**src/rtl/seven_segment_scan_driver_if.sv**
```systemverilog
// Bus bundle between a register-file/debug source and the seven-segment
// scan driver: staged display data plus load handshake on one side,
// board-level display pins and status pulses on the other.
`timescale 1ns/1ps

interface seven_segment_scan_driver_if #(
    parameter int NUM_DIGITS = 4
);
    // Source side: data to display and its one-cycle load request
    logic [4*NUM_DIGITS-1:0] value;
    logic                    load;
    logic [NUM_DIGITS-1:0]   dp_in;
    logic [NUM_DIGITS-1:0]   digit_en;
    logic                    lz_suppress;

    // Display side: pin levels already at board polarity
    logic [6:0]              seg;
    logic                    dp;
    logic [NUM_DIGITS-1:0]   an;

    // Status pulses
    logic                    load_ack;
    logic                    frame_done;

    // Data source (processor, register file, testbench)
    modport master (
        output value,
        output load,
        output dp_in,
        output digit_en,
        output lz_suppress,
        input  seg,
        input  dp,
        input  an,
        input  load_ack,
        input  frame_done
    );

    // Scan driver
    modport slave (
        input  value,
        input  load,
        input  dp_in,
        input  digit_en,
        input  lz_suppress,
        output seg,
        output dp,
        output an,
        output load_ack,
        output frame_done
    );
endinterface

```
**src/rtl/seven_segment_scan_driver.sv**
```systemverilog
// Time-multiplexed hex seven-segment driver.
// One digit is selected per slot of CLK_DIV cycles; the first BLANK_CYCLES
// of each slot keep every anode off so the previous digit's pattern cannot
// ghost onto the next one. New data is staged on load and only copied into
// the display register at the frame wrap, so a frame never mixes old and
// new digits. All pins come straight from flops (one cycle behind the
// internal scan state) and carry the selected board polarity.
`timescale 1ns/1ps

module seven_segment_scan_driver #(
    parameter int NUM_DIGITS     = 4,      // 1..8, must match the interface
    parameter int CLK_DIV        = 50000,  // cycles per digit slot, >= 2
    parameter int BLANK_CYCLES   = 16,     // anode-off cycles at slot start
    parameter int SEG_ACTIVE_LOW = 1,      // 1: seg/dp low = lit
    parameter int AN_ACTIVE_LOW  = 1       // 1: an low = selected
) (
    input  logic                        clk,
    input  logic                        rst_n,
    seven_segment_scan_driver_if.slave  bus
);

    localparam int DIV_W = (CLK_DIV > 1) ? $clog2(CLK_DIV) : 1;
    localparam int IDX_W = (NUM_DIGITS > 1) ? $clog2(NUM_DIGITS) : 1;
    localparam int VAL_W = 4 * NUM_DIGITS;

    localparam logic [DIV_W-1:0] DIV_LAST  = DIV_W'(CLK_DIV - 1);
    localparam logic [IDX_W-1:0] IDX_LAST  = IDX_W'(NUM_DIGITS - 1);
    localparam logic [DIV_W-1:0] BLANK_END = DIV_W'(BLANK_CYCLES);

    // Pin levels that mean "unlit" / "not selected"; XOR with these maps
    // internal lit=1 encoding onto the board polarity.
    localparam logic [6:0]            SEG_OFF = (SEG_ACTIVE_LOW != 0) ? 7'h7F : 7'h00;
    localparam logic                  DP_OFF  = (SEG_ACTIVE_LOW != 0) ? 1'b1 : 1'b0;
    localparam logic [NUM_DIGITS-1:0] AN_OFF  = (AN_ACTIVE_LOW != 0)
                                                ? {NUM_DIGITS{1'b1}}
                                                : {NUM_DIGITS{1'b0}};

    // Hex nibble to segment pattern, bit order {g,f,e,d,c,b,a}, lit=1
    function automatic logic [6:0] hex_to_seg(input logic [3:0] nib);
        logic [6:0] pat;
        case (nib)
            4'h0:    pat = 7'b0111111;
            4'h1:    pat = 7'b0000110;
            4'h2:    pat = 7'b1011011;
            4'h3:    pat = 7'b1001111;
            4'h4:    pat = 7'b1100110;
            4'h5:    pat = 7'b1101101;
            4'h6:    pat = 7'b1111101;
            4'h7:    pat = 7'b0000111;
            4'h8:    pat = 7'b1111111;
            4'h9:    pat = 7'b1101111;
            4'hA:    pat = 7'b1110111;
            4'hB:    pat = 7'b1111100;
            4'hC:    pat = 7'b0111001;
            4'hD:    pat = 7'b1011110;
            4'hE:    pat = 7'b1111001;
            4'hF:    pat = 7'b1110001;
            default: pat = 7'b0000000;
        endcase
        return pat;
    endfunction

    // ------------------------------------------------------------------
    // State
    // ------------------------------------------------------------------
    logic [DIV_W-1:0]      div_q, div_d;
    logic [IDX_W-1:0]      idx_q, idx_d;

    logic [VAL_W-1:0]      stage_val_q, stage_val_d;
    logic [NUM_DIGITS-1:0] stage_dp_q,  stage_dp_d;
    logic [NUM_DIGITS-1:0] stage_en_q,  stage_en_d;
    logic                  pending_q,   pending_d;

    logic [VAL_W-1:0]      disp_val_q,  disp_val_d;
    logic [NUM_DIGITS-1:0] disp_dp_q,   disp_dp_d;
    logic [NUM_DIGITS-1:0] disp_en_q,   disp_en_d;

    logic                  load_ack_q,   load_ack_d;
    logic                  frame_done_q, frame_done_d;
    logic [6:0]            seg_q,        seg_d;
    logic                  dp_q,         dp_d;
    logic [NUM_DIGITS-1:0] an_q,         an_d;

    // Combinational helpers
    logic                  slot_end_s;
    logic                  wrap_s;
    logic                  zero_run_s;
    logic [NUM_DIGITS-1:0] supp_s;
    logic [NUM_DIGITS-1:0] sel_s;
    logic [3:0]            nib_s;
    logic                  en_sel_s;
    logic                  dp_sel_s;
    logic                  supp_sel_s;
    logic                  show_s;
    logic [6:0]            seg_int_s;
    logic                  dp_int_s;
    logic [NUM_DIGITS-1:0] an_int_s;

    // Slot divider and digit index; a frame wraps after the last digit's slot
    always_comb begin
        div_d      = div_q;
        idx_d      = idx_q;
        slot_end_s = (div_q == DIV_LAST);
        wrap_s     = slot_end_s && (idx_q == IDX_LAST);
        if (slot_end_s) begin
            div_d = {DIV_W{1'b0}};
            if (idx_q == IDX_LAST) begin
                idx_d = {IDX_W{1'b0}};
            end else begin
                idx_d = idx_q + IDX_W'(1);
            end
        end else begin
            div_d = div_q + DIV_W'(1);
        end
    end

    // Staging capture, frame-aligned transfer to the display register, pulses.
    // A load on the wrap cycle itself refills staging while the previous
    // staging content is the one moved to the display, so pending stays set.
    always_comb begin
        stage_val_d  = stage_val_q;
        stage_dp_d   = stage_dp_q;
        stage_en_d   = stage_en_q;
        pending_d    = pending_q;
        disp_val_d   = disp_val_q;
        disp_dp_d    = disp_dp_q;
        disp_en_d    = disp_en_q;
        load_ack_d   = 1'b0;
        frame_done_d = wrap_s;

        if (bus.load) begin
            stage_val_d = bus.value;
            stage_dp_d  = bus.dp_in;
            stage_en_d  = bus.digit_en;
            pending_d   = 1'b1;
        end else if (wrap_s) begin
            pending_d   = 1'b0;
        end else begin
            pending_d   = pending_q;
        end

        if (wrap_s && pending_q) begin
            disp_val_d = stage_val_q;
            disp_dp_d  = stage_dp_q;
            disp_en_d  = stage_en_q;
            load_ack_d = 1'b1;
        end else begin
            load_ack_d = 1'b0;
        end
    end

    // Leading-zero mask: digit i is suppressed when it and every more
    // significant nibble are zero; digit 0 is never suppressed and dp bits
    // do not count as content.
    always_comb begin
        zero_run_s = 1'b1;
        supp_s     = {NUM_DIGITS{1'b0}};
        for (int i = NUM_DIGITS - 1; i >= 0; i--) begin
            zero_run_s = zero_run_s & (disp_val_q[4*i +: 4] == 4'h0);
            supp_s[i]  = bus.lz_suppress & (i != 0) & zero_run_s;
        end
    end

    // Pick the selected digit and form the next pin levels
    always_comb begin
        sel_s      = {NUM_DIGITS{1'b0}};
        nib_s      = 4'h0;
        en_sel_s   = 1'b0;
        dp_sel_s   = 1'b0;
        supp_sel_s = 1'b0;
        for (int i = 0; i < NUM_DIGITS; i++) begin
            sel_s[i]   = (idx_q == IDX_W'(i));
            nib_s      = nib_s | ({4{sel_s[i]}} & disp_val_q[4*i +: 4]);
            en_sel_s   = en_sel_s   | (sel_s[i] & disp_en_q[i]);
            dp_sel_s   = dp_sel_s   | (sel_s[i] & disp_dp_q[i]);
            supp_sel_s = supp_sel_s | (sel_s[i] & supp_s[i]);
        end

        // Lit only outside the anti-ghost window and when enabled/unsuppressed
        show_s = (div_q >= BLANK_END) & en_sel_s & ~supp_sel_s;

        if (show_s) begin
            seg_int_s = hex_to_seg(nib_s);
            dp_int_s  = dp_sel_s;
            an_int_s  = sel_s;
        end else begin
            seg_int_s = 7'h00;
            dp_int_s  = 1'b0;
            an_int_s  = {NUM_DIGITS{1'b0}};
        end

        seg_d = seg_int_s ^ SEG_OFF;
        dp_d  = dp_int_s  ^ DP_OFF;
        an_d  = an_int_s  ^ AN_OFF;
    end

    // Scan counters, staging and display registers
    always_ff @(posedge clk or negedge rst_n) begin
        if (!rst_n) begin
            div_q       <= {DIV_W{1'b0}};
            idx_q       <= {IDX_W{1'b0}};
            stage_val_q <= {VAL_W{1'b0}};
            stage_dp_q  <= {NUM_DIGITS{1'b0}};
            stage_en_q  <= {NUM_DIGITS{1'b0}};
            pending_q   <= 1'b0;
            disp_val_q  <= {VAL_W{1'b0}};
            disp_dp_q   <= {NUM_DIGITS{1'b0}};
            disp_en_q   <= {NUM_DIGITS{1'b0}};
        end else begin
            div_q       <= div_d;
            idx_q       <= idx_d;
            stage_val_q <= stage_val_d;
            stage_dp_q  <= stage_dp_d;
            stage_en_q  <= stage_en_d;
            pending_q   <= pending_d;
            disp_val_q  <= disp_val_d;
            disp_dp_q   <= disp_dp_d;
            disp_en_q   <= disp_en_d;
        end
    end

    // Output flops: pins at board polarity, inactive while in reset
    always_ff @(posedge clk or negedge rst_n) begin
        if (!rst_n) begin
            seg_q        <= SEG_OFF;
            dp_q         <= DP_OFF;
            an_q         <= AN_OFF;
            load_ack_q   <= 1'b0;
            frame_done_q <= 1'b0;
        end else begin
            seg_q        <= seg_d;
            dp_q         <= dp_d;
            an_q         <= an_d;
            load_ack_q   <= load_ack_d;
            frame_done_q <= frame_done_d;
        end
    end

    assign bus.seg        = seg_q;
    assign bus.dp         = dp_q;
    assign bus.an         = an_q;
    assign bus.load_ack   = load_ack_q;
    assign bus.frame_done = frame_done_q;

endmodule

```
**src/flat_wrapper.sv**
```systemverilog
// flat-port wrapper written by rule: the top's interface ports become plain ports
module seven_segment_scan_driver_flat 
#(
    parameter int NUM_DIGITS     = 4,                                       
    parameter int CLK_DIV        = 50000,                                
    parameter int BLANK_CYCLES   = 16,                                      
    parameter int SEG_ACTIVE_LOW = 1,                            
    parameter int AN_ACTIVE_LOW  = 1                              
)
  (clk, rst_n, bus_value, bus_load, bus_dp_in, bus_digit_en, bus_lz_suppress, bus_seg, bus_dp, bus_an, bus_load_ack, bus_frame_done);
  seven_segment_scan_driver_if #(.NUM_DIGITS(NUM_DIGITS)) bus_i ();
  input  logic clk;
  input  logic rst_n;
  input wire logic [$bits(bus_i.value)-1:0] bus_value;
  input wire logic [$bits(bus_i.load)-1:0] bus_load;
  input wire logic [$bits(bus_i.dp_in)-1:0] bus_dp_in;
  input wire logic [$bits(bus_i.digit_en)-1:0] bus_digit_en;
  input wire logic [$bits(bus_i.lz_suppress)-1:0] bus_lz_suppress;
  output wire logic [$bits(bus_i.seg)-1:0] bus_seg;
  output wire logic [$bits(bus_i.dp)-1:0] bus_dp;
  output wire logic [$bits(bus_i.an)-1:0] bus_an;
  output wire logic [$bits(bus_i.load_ack)-1:0] bus_load_ack;
  output wire logic [$bits(bus_i.frame_done)-1:0] bus_frame_done;
  assign bus_i.value = bus_value;
  assign bus_i.load = bus_load;
  assign bus_i.dp_in = bus_dp_in;
  assign bus_i.digit_en = bus_digit_en;
  assign bus_i.lz_suppress = bus_lz_suppress;
  assign bus_seg = bus_i.seg;
  assign bus_dp = bus_i.dp;
  assign bus_an = bus_i.an;
  assign bus_load_ack = bus_i.load_ack;
  assign bus_frame_done = bus_i.frame_done;
  seven_segment_scan_driver #(.NUM_DIGITS(NUM_DIGITS), .CLK_DIV(CLK_DIV), .BLANK_CYCLES(BLANK_CYCLES), .SEG_ACTIVE_LOW(SEG_ACTIVE_LOW), .AN_ACTIVE_LOW(AN_ACTIVE_LOW)) u_core (.clk(clk), .rst_n(rst_n), .bus(bus_i));
endmodule
```
**config.mk**
```make
export PLATFORM = sky130hd
export DESIGN_NAME = seven_segment_scan_driver_flat
export DESIGN_NICKNAME = d
export VERILOG_FILES = /design/src/rtl/seven_segment_scan_driver_if.sv /design/src/rtl/seven_segment_scan_driver.sv /design/src/flat_wrapper.sv
export SDC_FILE = /design/constraint.sdc
export NUM_CORES = 1
export LEC_CHECK = 0
export CAP_MARGIN = 20
export CORE_MARGIN = 5
export CORE_UTILIZATION = 52
export CTS_BUF_LIST = sky130_fd_sc_hd__clkbuf_2
export DETAILED_ROUTE_END_ITERATION = 10
export HOLD_SLACK_MARGIN = 0.08
export PLACE_DENSITY = 0.83
export SYNTH_ARGS = -nofsm -noshare
export SYNTH_HDL_FRONTEND = slang
export SYNTH_SLANG_ARGS = --single-unit
```
**constraint.sdc**
```tcl
create_clock -name clk -period 2.31 [get_ports clk]
set_input_delay 0.231 -clock clk [delete_from_list [all_inputs] [get_ports clk]]
set_output_delay 0.231 -clock clk [all_outputs]
set_load 0.005 [all_outputs]
```
==> results.env, run 1 <==
FINAL-HOLD-VIOLATION-COUNT=0
TIGHTEST_SLEW_PS=458
CRIT_PATH_CELL_TRACE='or4_4, nor4_4, and3_2, nand3_4, buf_12, mux2_4'
FINISH.NET_COUNT=366
CLKSINKCOUNT=81
LAYOUT_WORST_PATH_CYCLE_SHARE_PCT=94.8
WL_PER_CELL_UM=15.2
NUMBER_OF_DISTINCT_STANDARD_CELLS_REFERENCED_BY_THE_SYNTHESIZED_NETLIST=45
VIAS=2269
DIEHEIGHT_UM=93.7
FF2FF_PATH_DEPTH=6
SETUP-TNS-FINAL_PS=0
DIODES=0
POWER.DENSITY_nW_PER_UM2=513
GR-USAGE-ALL-LAYERS_PCT=16.6
SYNTHDOMINANTCELLAREASHARE_PCT=47.5
POST-ROUTE-WORST-SETUP-SLACK_PS=120
WORST_SLEW_MARGIN_RELATIVE_TO_ITS_LIMIT_PCT=69.4
START_KIND='flop'
GRT_ANTENNA_BEFORE_REPAIR=0
TIMING.FINAL.CRIT_PERIOD_PS=2190
DPL.HPWL_UM=4540
MAXCAPVIOLCOUNT=0
FINALCLOCKSKEW_PS=26.4
ASYNC_RESET_FF_SHARE_PCT=100
SWITCHING_POWER_W=0.000523
CLKPWRFRAC_PCT=26.7
CP_SLOWEST_CELL='sky130_fd_sc_hd__or4_4'
ANTENNA_LEFT=0
POST_LAYOUT_CELL_COUNT=426
CTS.ROOT.BUFFER_CELL='sky130_fd_sc_hd__clkbuf_2'
MAXCLOCKFREQUENCY_MHz=457
SYN2LAYOUT_AREA_GROWTH_PCT=18.2
GRT_START_MAX_NET_PINS=82
GRT_PASS1_WL_UM=11400
SYNTH.CELLS.MOST_FREQUENT='69 x sky130_fd_sc_hd__dfrtp_1, 29 x sky130_fd_sc_hd__mux2_2, 22 x sky130_fd_sc_hd__nand2_1, 20 x sky130_fd_sc_hd__mux2_4, 14 x sky130_fd_sc_hd__nor2_1'
CTS.HTREE.LEVELS=3
SYN_NETS=314
NUM_IO_PINS=42
PLACED_CELL_AREA_UM2=4200
POST-ROUTE-CELL-AREA_UM2=4300
CRITICAL_PATH.MAX_FANOUT=24
POST_SYNTH_INST_COUNT=274
LAYOUT.CORE_UTILIZATION_PCT=63.3
PLACE_WORST_SETUP_SLACK_PS=105
VDD_DROP_MAX_V=0.000373
MOST_USED_ROUTING_LAYER='met2'
YS.WARNINGS.COUNT=0
REGTOREGSTARTPOINT='u_core.div_q[12]'
CP.REQUIRED_PS=2720
POWER.SHARE.COMBINATIONAL_PCT=6.0
FIRST_GLOBAL_VIAS=2344
SYNTH_EDF_COUNT=0
PWR-SHARE-SEQ_PCT=67.3
WORSTSETUPSTARTPOINT='u_core.div_q[12]'
CORE_REGION_AREA_UM2=6790
MOST_FREQUENTLY_USED_CELL_TYPE_IN_THE_POST_SYNTHESIS_NETLIST='sky130_fd_sc_hd__dfrtp_1'
SYNTH.AVG_CELL_AREA_UM2=13.3
DRT_FIRST_ITER_VIOLATIONS=81
GP_ROUTABILITY_CONGESTION=0.849
PLACE.PORT_BUFFERS=41
INTPOWER_W=0.00168
FIRSTDRTPASSITERS=4
CLOCKBUFFERDEPTH=2
DIE_W_UM=93.7
PATH_CLASS='reg2reg'
INITIAL_CORE_UTILIZATION_PCT=53.6
STATUS='complete, no violations'
GRT.MET3_USAGE_PCT=3.37
CPPEAKSTAGEDELAY_PS=560
TRITONCTS='done'
FINALSETUPVIOLCOUNT=0
CLK_PIN_SLEW_WORST_PATHS_PS=210
MAXSLEWVIOLCOUNT=0
POST-ROUTE-DRC-COUNT=0
WORST_EP_ARRIVAL_TIME_PS=2600
GRT.MET1_USAGE_PCT=23.0
POWER.STATIC_LEAKAGE_nW=1.99
FINAL_LAYOUT_SIZE_SUFFIX_GT1_SHARE_PCT=28.5
RSZ0062_AT_GRT='no'
ROUTED_VIA_DENSITY=5.33
CRIT_END_ELEMENT='flop'
HOLDCRITPATHCLASS='in2async'
CTS_MADE_BUFFERS=9
GLOBAL_ROUTE.USAGE.MET2_PCT=24.5
ROW_COUNT=30
GRT_OVERFLOW=0
SYNTH.TOP_CELLS.BY_AREA='sky130_fd_sc_hd__dfrtp_1 47%, sky130_fd_sc_hd__mux2_2 9.0%, sky130_fd_sc_hd__dfstp_2 8.7%'
WL_UM=6490
SYNTH_TOP_AREA_CELL='sky130_fd_sc_hd__dfrtp_1'
YOSYS_MOST_USED_DFF='sky130_fd_sc_hd__dfrtp_1'
FLOORPLAN.DIE_AREA_UM2=8770
MAPPEDNETLISTAREA_UM2=3640
POWER_SWITCHING_SHARE_PCT=23.7
REGISTER_BIT_COUNT_REPORTED_BY_YOSYS=81
YOSYSSEQAREASHARE_PCT=56.1
DPL.CELL_COUNT=408
INSERTION_DELAY_PS=520
metal layers:
layer / up-vias / routed length, um
met5: - / 0
met4: 0 / 121
met3: 10 / 352
met2: 55 / 3020
met1: 1127 / 2990
li1: 1077 / -
sequential cells by signal, indices dropped and copies added, names as in the netlist, 2 cells and up:
signal	count
u_core.bus.an	4
u_core.bus.seg	7
u_core.disp_dp_q	4
u_core.disp_en_q	4
u_core.disp_val_q	16
u_core.div_q	16
u_core.idx_q	2
u_core.stage_dp_q	4
u_core.stage_en_q	4
u_core.stage_val_q	16
cell type report:
| class | count | area [um^2] |
|---|---|---|
| inverter | 7 | 26.3 |
| fill | 517 | 2490 |
| multi-input combinational | 174 | 1510 |
| sequential | 81 | 2040 |
| tap | 96 | 120 |
| clock inverter | 4 | 21.3 |
| clock buffer | 11 | 55.1 |
| timing repair buffer | 53 | 526 |
through the flow:
| step | hold slack, ps | power, W |
|---|---|---|
| 3_3_place_gp | 286 | 0.00164 |
| 5_1_grt | 214 | 0.00232 |
| 3_5_place_dp | 286 | 0.00165 |
| 6_report | 214 | 0.00221 |
| 2_1_floorplan | -64.6 | 0.00155 |
| 4_1_cts | 205 | 0.00223 |
timing repair:
| action | in CTS | in global routing |
|---|---|---|
| buffers inserted | 0 | 2 |
| endpoints found under the setup margin | 0 | 4 |
| resized for setup | 0 | 2 |
| hold buffers | 1 | 0 |
| endpoints found under the hold margin | 81 | 0 |
cells by family after synthesis:
kind of cell / count (synthesis) / share of synthesized area, %
compound gates: 31 / 6.71
xor+xnor: 14 / 3.37
fa+ha+maj: 12 / 4.13
buf+inv: 19 / 2.41
flops: 81 / 56.1
mux: 49 / 17.2
simple gates: 68 / 10.0
placed cells by master (no fill, tap or decap), types with 2 or more instances in the layout:
| cell type | Yosys | routed |
|---|---|---|
| sky130_fd_sc_hd__xor2_1 | 9 | 9 |
| sky130_fd_sc_hd__a21oi_1 | 3 | 3 |
| sky130_fd_sc_hd__dfstp_2 | 12 | 12 |
| sky130_fd_sc_hd__nand3_1 | 10 | 10 |
| sky130_fd_sc_hd__and4_1 | 4 | 4 |
| sky130_fd_sc_hd__nor2b_1 | 2 | 2 |
| sky130_fd_sc_hd__buf_4 | 0 | 10 |
| sky130_fd_sc_hd__a22oi_1 | 8 | 8 |
| sky130_fd_sc_hd__clkinv_2 | 0 | 2 |
| sky130_fd_sc_hd__inv_1 | 7 | 7 |
| sky130_fd_sc_hd__dfrtp_1 | 69 | 69 |
| sky130_fd_sc_hd__a22o_1 | 2 | 2 |
| sky130_fd_sc_hd__buf_12 | 0 | 2 |
| sky130_fd_sc_hd__nand2_1 | 22 | 22 |
| sky130_fd_sc_hd__xnor2_1 | 5 | 5 |
| sky130_fd_sc_hd__clkbuf_2 | 0 | 11 |
| sky130_fd_sc_hd__ha_1 | 12 | 11 |
| sky130_fd_sc_hd__and3_1 | 5 | 5 |
| sky130_fd_sc_hd__nor4_1 | 2 | 2 |
| sky130_fd_sc_hd__nand4_1 | 2 | 2 |
| sky130_fd_sc_hd__nor2_1 | 14 | 14 |
| sky130_fd_sc_hd__o211ai_1 | 3 | 3 |
| sky130_fd_sc_hd__o311ai_1 | 1 | 2 |
| sky130_fd_sc_hd__mux2_4 | 20 | 20 |
| sky130_fd_sc_hd__clkdlybuf4s50_1 | 0 | 40 |
| sky130_fd_sc_hd__mux2_2 | 29 | 29 |
| sky130_fd_sc_hd__a32o_1 | 2 | 2 |
worst paths after layout:
| kind | to | slack [ps] |
|---|---|---|
| hold reg to reg | u_core.disp_val_q[5] | 510 |
| max in group asynchronous | u_core.bus.seg[4] | 1700 |
| setup / recovery | u_core.disp_val_q[10] | 120 |
| hold / removal | u_core.div_q[13] | 210 |
| setup reg to reg | u_core.disp_val_q[10] | 120 |
| min in group clk | u_core.stage_val_q[12] | 300 |
power groups by stage:
stage / Clock (W) / Sequential, W / Combinational, W
floorplan: 0 / 0.00150 / 0.0000522
global placement: 0 / 0.00151 / 0.000131
detailed placement: 0 / 0.00151 / 0.000134
CTS: 0.000611 / 0.00149 / 0.000136
global route: 0.000679 / 0.00149 / 0.000147
finish: 0.000589 / 0.00149 / 0.000132
critical path, delay by kind of cell, from the launching register on:
family	cells	cell delay, ps
buffers and inverters	1	180
DFF	1	470
and+or+nand+nor	4	1100
muxes	1	310
(Power assumes the default switching activity.)
==> run 2: changes to the inputs <==
Settings changed: CORE_UTILIZATION 52 to 59, DONT_BUFFER_PORTS set to 1.
Clock period 2.31 ns to 1.98 ns, I/O delays scaled along.
==> results.env, run 2 (synthesis results as in run 1) <==
STATUS='finished, violations left'
FAILED_CHECKS='negative setup slack'
WL_PER_CELL_UM=18.5  # +22%
POST-ROUTE-CELL-AREA_UM2=4520  # +5.1%
PLACE_WORST_SETUP_SLACK_PS=-62.7  # -168 ps
FF2FF_PATH_DEPTH=6  # unchanged
MAXCAPVIOLCOUNT=0  # unchanged
WORST_EP_ARRIVAL_TIME_PS=2500  # -100 ps
GRT_START_MAX_NET_PINS=82  # unchanged
FINAL.HOLD.WORST_SLACK_PS=169  # -45.4 ps
WORST-PATH-BUF-INV=1  # unchanged
GRT_ANTENNA_BEFORE_REPAIR=0  # unchanged
PATH_CLASS='reg2reg'
CRIT_END_ELEMENT='flop'
DPL.CELL_COUNT=355  # -13%
ANTENNA_LEFT=0  # unchanged
POWER_SWITCHING_SHARE_PCT=22.7  # -1.0 points
MOST-COMMON-LAYOUT-CELLS='67 x sky130_fd_sc_hd__dfrtp_1, 28 x sky130_fd_sc_hd__mux2_2, 27 x sky130_fd_sc_hd__dlygate4sd3_1'
LAYOUT_WORST_PATH_CYCLE_SHARE_PCT=105  # +10 points
MAXSLEWVIOLCOUNT=0  # unchanged
GP_ROUTABILITY_CONGESTION=0.865  # +1.8%
TIMING.CRITICAL_PATH.MAX_DELAY_FAMILY='simple AND/OR/NAND/NOR gates'
CTS.ROOT.BUFFER_CELL='sky130_fd_sc_hd__clkbuf_2'
CP.REQUIRED_PS=2400  # -320 ps
PWR-SHARE-SEQ_PCT=60.5  # -6.8 points
TIMING.FINAL.CRIT_PERIOD_PS=2080  # -111 ps
VDD_DROP_MAX_V=0.000539  # +45%
CRIT_PATH_CELL_TRACE='or4_4, nor4_4, and3_4, nand3_4, buf_12, mux2_4'
ROUTED_VIA_DENSITY=5.82  # +9.3%
DPL.HPWL_UM=4770  # +5.1%
POST-ROUTE-WORST-SETUP-SLACK_PS=-98.8  # -219 ps
GRT_OVERFLOW=0  # unchanged
WL_UM=7580  # +17%
INTPOWER_W=0.00221  # +32%
INSERTION_DELAY_PS=530  # about the same
FINISH.NET_COUNT=369  # +0.82%
DIEHEIGHT_UM=88.5  # -5.5%
POWER.SHARE.COMBINATIONAL_PCT=5.3  # -0.7 points
LARGESTREGISTERS='u_core.disp_val_q (16), u_core.div_q (16), u_core.stage_val_q (16)'
CTS.HTREE.LEVELS=3  # unchanged
CP_SLOWEST_CELL='sky130_fd_sc_hd__or4_4'
FIRST_GLOBAL_VIAS=2393  # +2.1%
GR-USAGE-ALL-LAYERS_PCT=20.4  # +3.7 points
PLACED_CELL_AREA_UM2=3860  # -7.9%
SYN2LAYOUT_AREA_GROWTH_PCT=24.3
DRT-MET1-WL_UM=3300  # +11%
MAXCLOCKFREQUENCY_MHz=481  # +5.3%
POWER.STATIC_LEAKAGE_nW=2.07  # +4.4%
HOLDCRITPATHCLASS='in2async'
SWITCHING_POWER_W=0.000650  # +24%
ROW_COUNT=28  # -6.7%
FINALSETUPVIOLCOUNT=25  # +25
FINAL-HOLD-VIOLATION-COUNT=0  # unchanged
CLOCKBUFFERDEPTH=2  # unchanged
FINALCLOCKSKEW_PS=23.0  # -3.42 ps
TRITONCTS='done'
FIRSTDRTPASSITERS=4  # unchanged
ROUTED-WL-MET3_UM=415  # +18%
R2R_END='u_core.disp_en_q[0]'
VIAS=2381  # +4.9%
MOSTFREQUENTLAYOUTCELL='sky130_fd_sc_hd__dfrtp_1'
CPPEAKSTAGEDELAY_PS=550  # about the same
LAYOUT.CORE_UTILIZATION_PCT=75.9  # +13 points
POST-ROUTE-DRC-COUNT=0  # unchanged
RSZ0062_AT_GRT='yes'
FINAL_LAYOUT_SIZE_SUFFIX_GT1_SHARE_PCT=41.0  # +13 points
DIE_W_UM=88.5  # -5.5%
DIODES=0  # unchanged
SETUP.REG_TO_REG.WORST_SLACK_PS=-100  # -220 ps
NUM_IO_PINS=42  # unchanged
CRITICAL_PATH.MAX_FANOUT=24  # unchanged
CLKSINKCOUNT=81  # unchanged
PLACE.PORT_BUFFERS=0  # -100%
START_KIND='flop'
CLKPWRFRAC_PCT=34.1  # +7.4 points
CORE_REGION_AREA_UM2=5960  # -12%
GRT_PASS1_WL_UM=11900  # +5.1%
MAXUSEDROUTINGLAYER='met4'
CLK_PIN_SLEW_WORST_PATHS_PS=220  # about the same
POWER.DENSITY_nW_PER_UM2=633  # +23%
TIGHTEST_SLEW_PS=442  # -16.0 ps
CTS_MADE_BUFFERS=9  # unchanged
REGTOREGSTARTPOINT='u_core.div_q[12]'
FLOORPLAN.DIE_AREA_UM2=7840  # -11%
DRT_FIRST_ITER_VIOLATIONS=120  # +48%
POST_LAYOUT_CELL_COUNT=409  # -4.0%
MET2_LENGTH_UM=3660  # +21%
INITIAL_CORE_UTILIZATION_PCT=61.1  # +7.5 points
WORST_SLEW_MARGIN_RELATIVE_TO_ITS_LIMIT_PCT=70.3  # +0.87 points
[run 2: repair_timing]
item                                   4_1_cts  5_1_grt
cloned                                       0        1
resized for setup                            5       28
endpoints found under the hold margin      118        0
hold buffers                                28        0
setup endpoints to repair                   32       38
pin swaps                                    1        3
buffers inserted                             2        6
[run 2: worst max path at each step]
| stage | slack, ps | startpoint | depth (start not counted) | to |
|---|---|---|---|---|
| finish | -100 | u_core.div_q[12] | 6 | u_core.disp_en_q[0] |
| global placement | -10 | u_core.div_q[12] | 6 | u_core.disp_val_q[1] |
| floorplan | -90 | u_core.idx_q[0] | 10 | u_core.bus.seg[3] |
| detailed placement | -60 | u_core.idx_q[0] | 8 | u_core.bus.seg[6] |
| CTS | -80 | u_core.div_q[12] | 6 | u_core.disp_val_q[14] |
| global route | -180 | u_core.div_q[12] | 6 | u_core.disp_val_q[2] |
[run 2: through the flow]
step	total power [W]	TNS (ps)
after floorplan	0.00181	-1100
after global placement	0.00181	-155
after detailed placement	0.00182	-1180
after CTS	0.00286	-1580
after global routing	0.00298	-3660
final	0.00286	-1970
[run 2: routing by layer]
metal / vias to the layer above / track usage, %
li1: 1094 / -
met1: 1184 / 26.7
met2: 85 / 32.2
met3: 18 / 5.49
met4: 0 / 8.52
met5: - / 0
[run 2: final cells by class]
class	count	area [um^2]
Clock inverter	6	82.6
Timing Repair Buffer	56	552
Sequential cell	81	2040
Tap cell	75	93.8
Fill cell	371	1430
Clock buffer	10	50.0
Multi-Input combinational cell	174	1670
Inverter	7	31.3
[run 2: power by group through the flow]
stage	clock network (W)	logic [W]	registers [W]
after global routing	0.00107	0.000169	0.00174
after CTS	0.000982	0.000149	0.00173
after global placement	0	0.0000544	0.00176
after floorplan	0	0.0000609	0.00175
after detailed placement	0	0.0000585	0.00176
final	0.000978	0.000152	0.00173
==> run 3: changes to the inputs <==
Settings changed: CELL_PAD_IN_SITES_DETAIL_PLACEMENT set to 1, CELL_PAD_IN_SITES_GLOBAL_PLACEMENT set to 1, CORE_UTILIZATION 59 to 54, PLACE_DENSITY 0.83 to 0.87.
Clock period 1.98 ns to 2.2 ns, I/O delays scaled along.
==> results.env, run 3 (synthesis results as in run 1) <==
PLACE_WORST_SETUP_SLACK_PS=13.7  # +76.4 ps
POST-ROUTE-WORST-SETUP-SLACK_PS=68.7  # +167 ps
START_KIND='flop'
DIEHEIGHT_UM=92.1  # +4.0%
CLOCKBUFFERDEPTH=2  # unchanged
PATH_CLASS='reg2reg'
WORST_EP_ARRIVAL_TIME_PS=2590  # +90 ps
FINALSETUPVIOLCOUNT=0  # -100%
FINAL_LAYOUT_SIZE_SUFFIX_GT1_SHARE_PCT=32.3  # -8.7 points
FIRST_GLOBAL_VIAS=2598  # +8.6%
FF2FF_PATH_DEPTH=10  # +4
TIMING.FINAL.CRIT_PERIOD_PS=2130  # +52.6 ps
MAXCLOCKFREQUENCY_MHz=469  # -2.5%
GP_ROUTABILITY_CONGESTION=0.804  # -7.0%
SETUP.REG_TO_REG.WORST_SLACK_PS=70  # +170 ps
FINISH.NET_COUNT=354  # -4.1%
WL_UM=8890  # +17%
CORE_REGION_AREA_UM2=6680  # +12%
FINALPOWER_W=0.00248  # -13%
STATUS='complete, no violations'
CP.REQUIRED_PS=2660  # +260 ps
FINALCLOCKSKEW_PS=44.3  # +21.4 ps
DRT_FIRST_ITER_VIOLATIONS=98  # -18%
POWER.DENSITY_nW_PER_UM2=585  # -7.7%
REGTOREGSTARTPOINT='u_core.idx_q[0]'
CLKSINKCOUNT=81  # unchanged
POST-ROUTE-DRC-COUNT=0  # unchanged
INITIAL_CORE_UTILIZATION_PCT=54.5  # -6.6 points
DIE_W_UM=92.1  # +4.0%
WL_PER_CELL_UM=22.3  # +20%
CLK_PIN_SLEW_WORST_PATHS_PS=210  # about the same
CRIT_END_ELEMENT='flop'
FLOORPLAN.DIE_AREA_UM2=8480  # +8.2%
NUM-FILL-CELLS=636  # +71%
GR-USAGE-ALL-LAYERS_PCT=21.9  # +1.6 points
VDD_DROP_MAX_V=0.000529  # -1.9%
INSERTION_DELAY_PS=560  # +30 ps
POWER.STATIC_LEAKAGE_nW=1.97  # -5.2%
R2R_END='u_core.bus.seg[6]'
FIRSTDRTPASSITERS=4  # unchanged
MOSTFREQUENTLAYOUTCELL='sky130_fd_sc_hd__dfrtp_1'
CTS.HTREE.LEVELS=3  # unchanged
WORSTSETUPSTARTPOINT='u_core.idx_q[0]'
MOST-COMMON-LAYOUT-CELLS='69 x sky130_fd_sc_hd__dfrtp_1, 29 x sky130_fd_sc_hd__mux2_2, 27 x sky130_fd_sc_hd__dlygate4sd3_1'
TIGHTEST_SLEW_PS=491  # +49.2 ps
CRITICAL_PATH.MAX_FANOUT=7  # -71%
WORST_SLEW_MARGIN_RELATIVE_TO_ITS_LIMIT_PCT=67.2  # -3.1 points
GRT_START_MAX_NET_PINS=82  # unchanged
SYN2LAYOUT_AREA_GROWTH_PCT=16.6
ROW_COUNT=30  # +7.1%
VIAS=2311  # -2.9%
CTS_MADE_BUFFERS=9  # unchanged
GRT_OVERFLOW=0  # unchanged
GRT_ANTENNA_BEFORE_REPAIR=0  # unchanged
HOLDCRITPATHCLASS='in2async'
PLACE.PORT_BUFFERS=0  # unchanged
CTS.ROOT.BUFFER_CELL='sky130_fd_sc_hd__clkbuf_2'
MAXSLEWVIOLCOUNT=0  # unchanged
FINAL-HOLD-VIOLATION-COUNT=0  # unchanged
LARGESTREGISTERS='u_core.disp_val_q (16), u_core.div_q (16), u_core.stage_val_q (16)'
DIODES=0  # unchanged
DPL.HPWL_UM=5170  # +8.4%
MAXCAPVIOLCOUNT=0  # unchanged
TRITONCTS='done'
GRT_PASS1_WL_UM=14100  # +19%
LAYOUT_WORST_PATH_CYCLE_SHARE_PCT=96.9  # -8.1 points
CRIT_END='u_core.bus.seg[6]'
ANTENNA_LEFT=0  # unchanged
ROUTED_VIA_DENSITY=5.79  # -0.51%
NUM_IO_PINS=42  # unchanged
-- run 3: cell types whose count changed in the layout (fill, tap and decap cells not counted), sizes merged --
cell	previous run	this run
bufinv	2	1
buf	28	14
clkbuf	11	10
clkinvlp	0	1
-- run 3: stage by stage --
stage / hold WS, ps / util, % / area, um^2 / cells / setup TNS [ps]
finish: 192 / 63.5 / 4240 / 399 / 0
global route: 192 / 63.5 / 4240 / 399 / -45.1
CTS: 186 / 62.7 / 4190 / 397 / 0
detailed placement: -72.6 / 56.6 / 3780 / 353 / 0
global placement: -73.1 / 56.6 / 3780 / 353 / 0
floorplan: -75.6 / - / 3650 / 274 / 0
-- run 3: how the worst min path moves through the flow --
stage | start | to | slack, ps | depth (start not counted)
floorplan | rst_n | u_core.bus.frame_done | -80 | 0
global placement | rst_n | u_core.div_q[2] | -70 | 0
detailed placement | rst_n | u_core.div_q[3] | -70 | 0
CTS | rst_n | u_core.div_q[9] | 190 | 2
global route | rst_n | u_core.disp_val_q[12] | 190 | 2
finish | rst_n | u_core.div_q[14] | 190 | 2
-- run 3: critical path, cell delays in order, from the launching register on --
cell	delay (ps)
sky130_fd_sc_hd__dfrtp_1	480
sky130_fd_sc_hd__inv_1	100
sky130_fd_sc_hd__ha_1	230
sky130_fd_sc_hd__buf_4	180
sky130_fd_sc_hd__a22oi_2	190
sky130_fd_sc_hd__nand2_1	110
sky130_fd_sc_hd__buf_4	180
sky130_fd_sc_hd__ha_1	230
sky130_fd_sc_hd__nand2_2	90
sky130_fd_sc_hd__a21boi_1	170
sky130_fd_sc_hd__o211ai_1	90
-- run 3: where the power goes --
| group | total [W] | switching, W | leakage (nW) | internal [W] |
|---|---|---|---|---|
| sequential | 0.00157 | 0.0000303 | 1.02 | 0.00154 |
| clock | 0.000771 | 0.000512 | 0.0670 | 0.000259 |
| combinational | 0.000143 | 0.0000602 | 0.882 | 0.0000826 |
-- run 3: per-layer routing --
layer	track usage (%)	up-vias	wire length, um
li1	-	1053	-
met1	26.9	1186	3810
met2	36.4	55	4560
met3	7.30	17	330
met4	7.43	0	181
met5	0	-	0
-- run 3: cell type report --
class / count / area, um^2 / share of cell area, %
Timing Repair Buffer: 41 / 428 / 10.1
Tap cell: 80 / 100 / 2.36
Clock buffer: 10 / 50.0 / 1.18
Inverter: 7 / 26.3 / 0.619
Clock inverter: 6 / 58.8 / 1.39
Multi-Input combinational cell: 174 / 1540 / 36.2
Sequential cell: 81 / 2040 / 48.1
-- run 3: repair_timing --
| action | in CTS | in global routing |
|---|---|---|
| endpoints found under the setup margin | 1 | 10 |
| pin swaps | 0 | 0 |
| hold endpoints to repair | 118 | 0 |
| gates resized for setup | 1 | 9 |
| setup buffers | 0 | 1 |
| hold buffers | 28 | 0 |
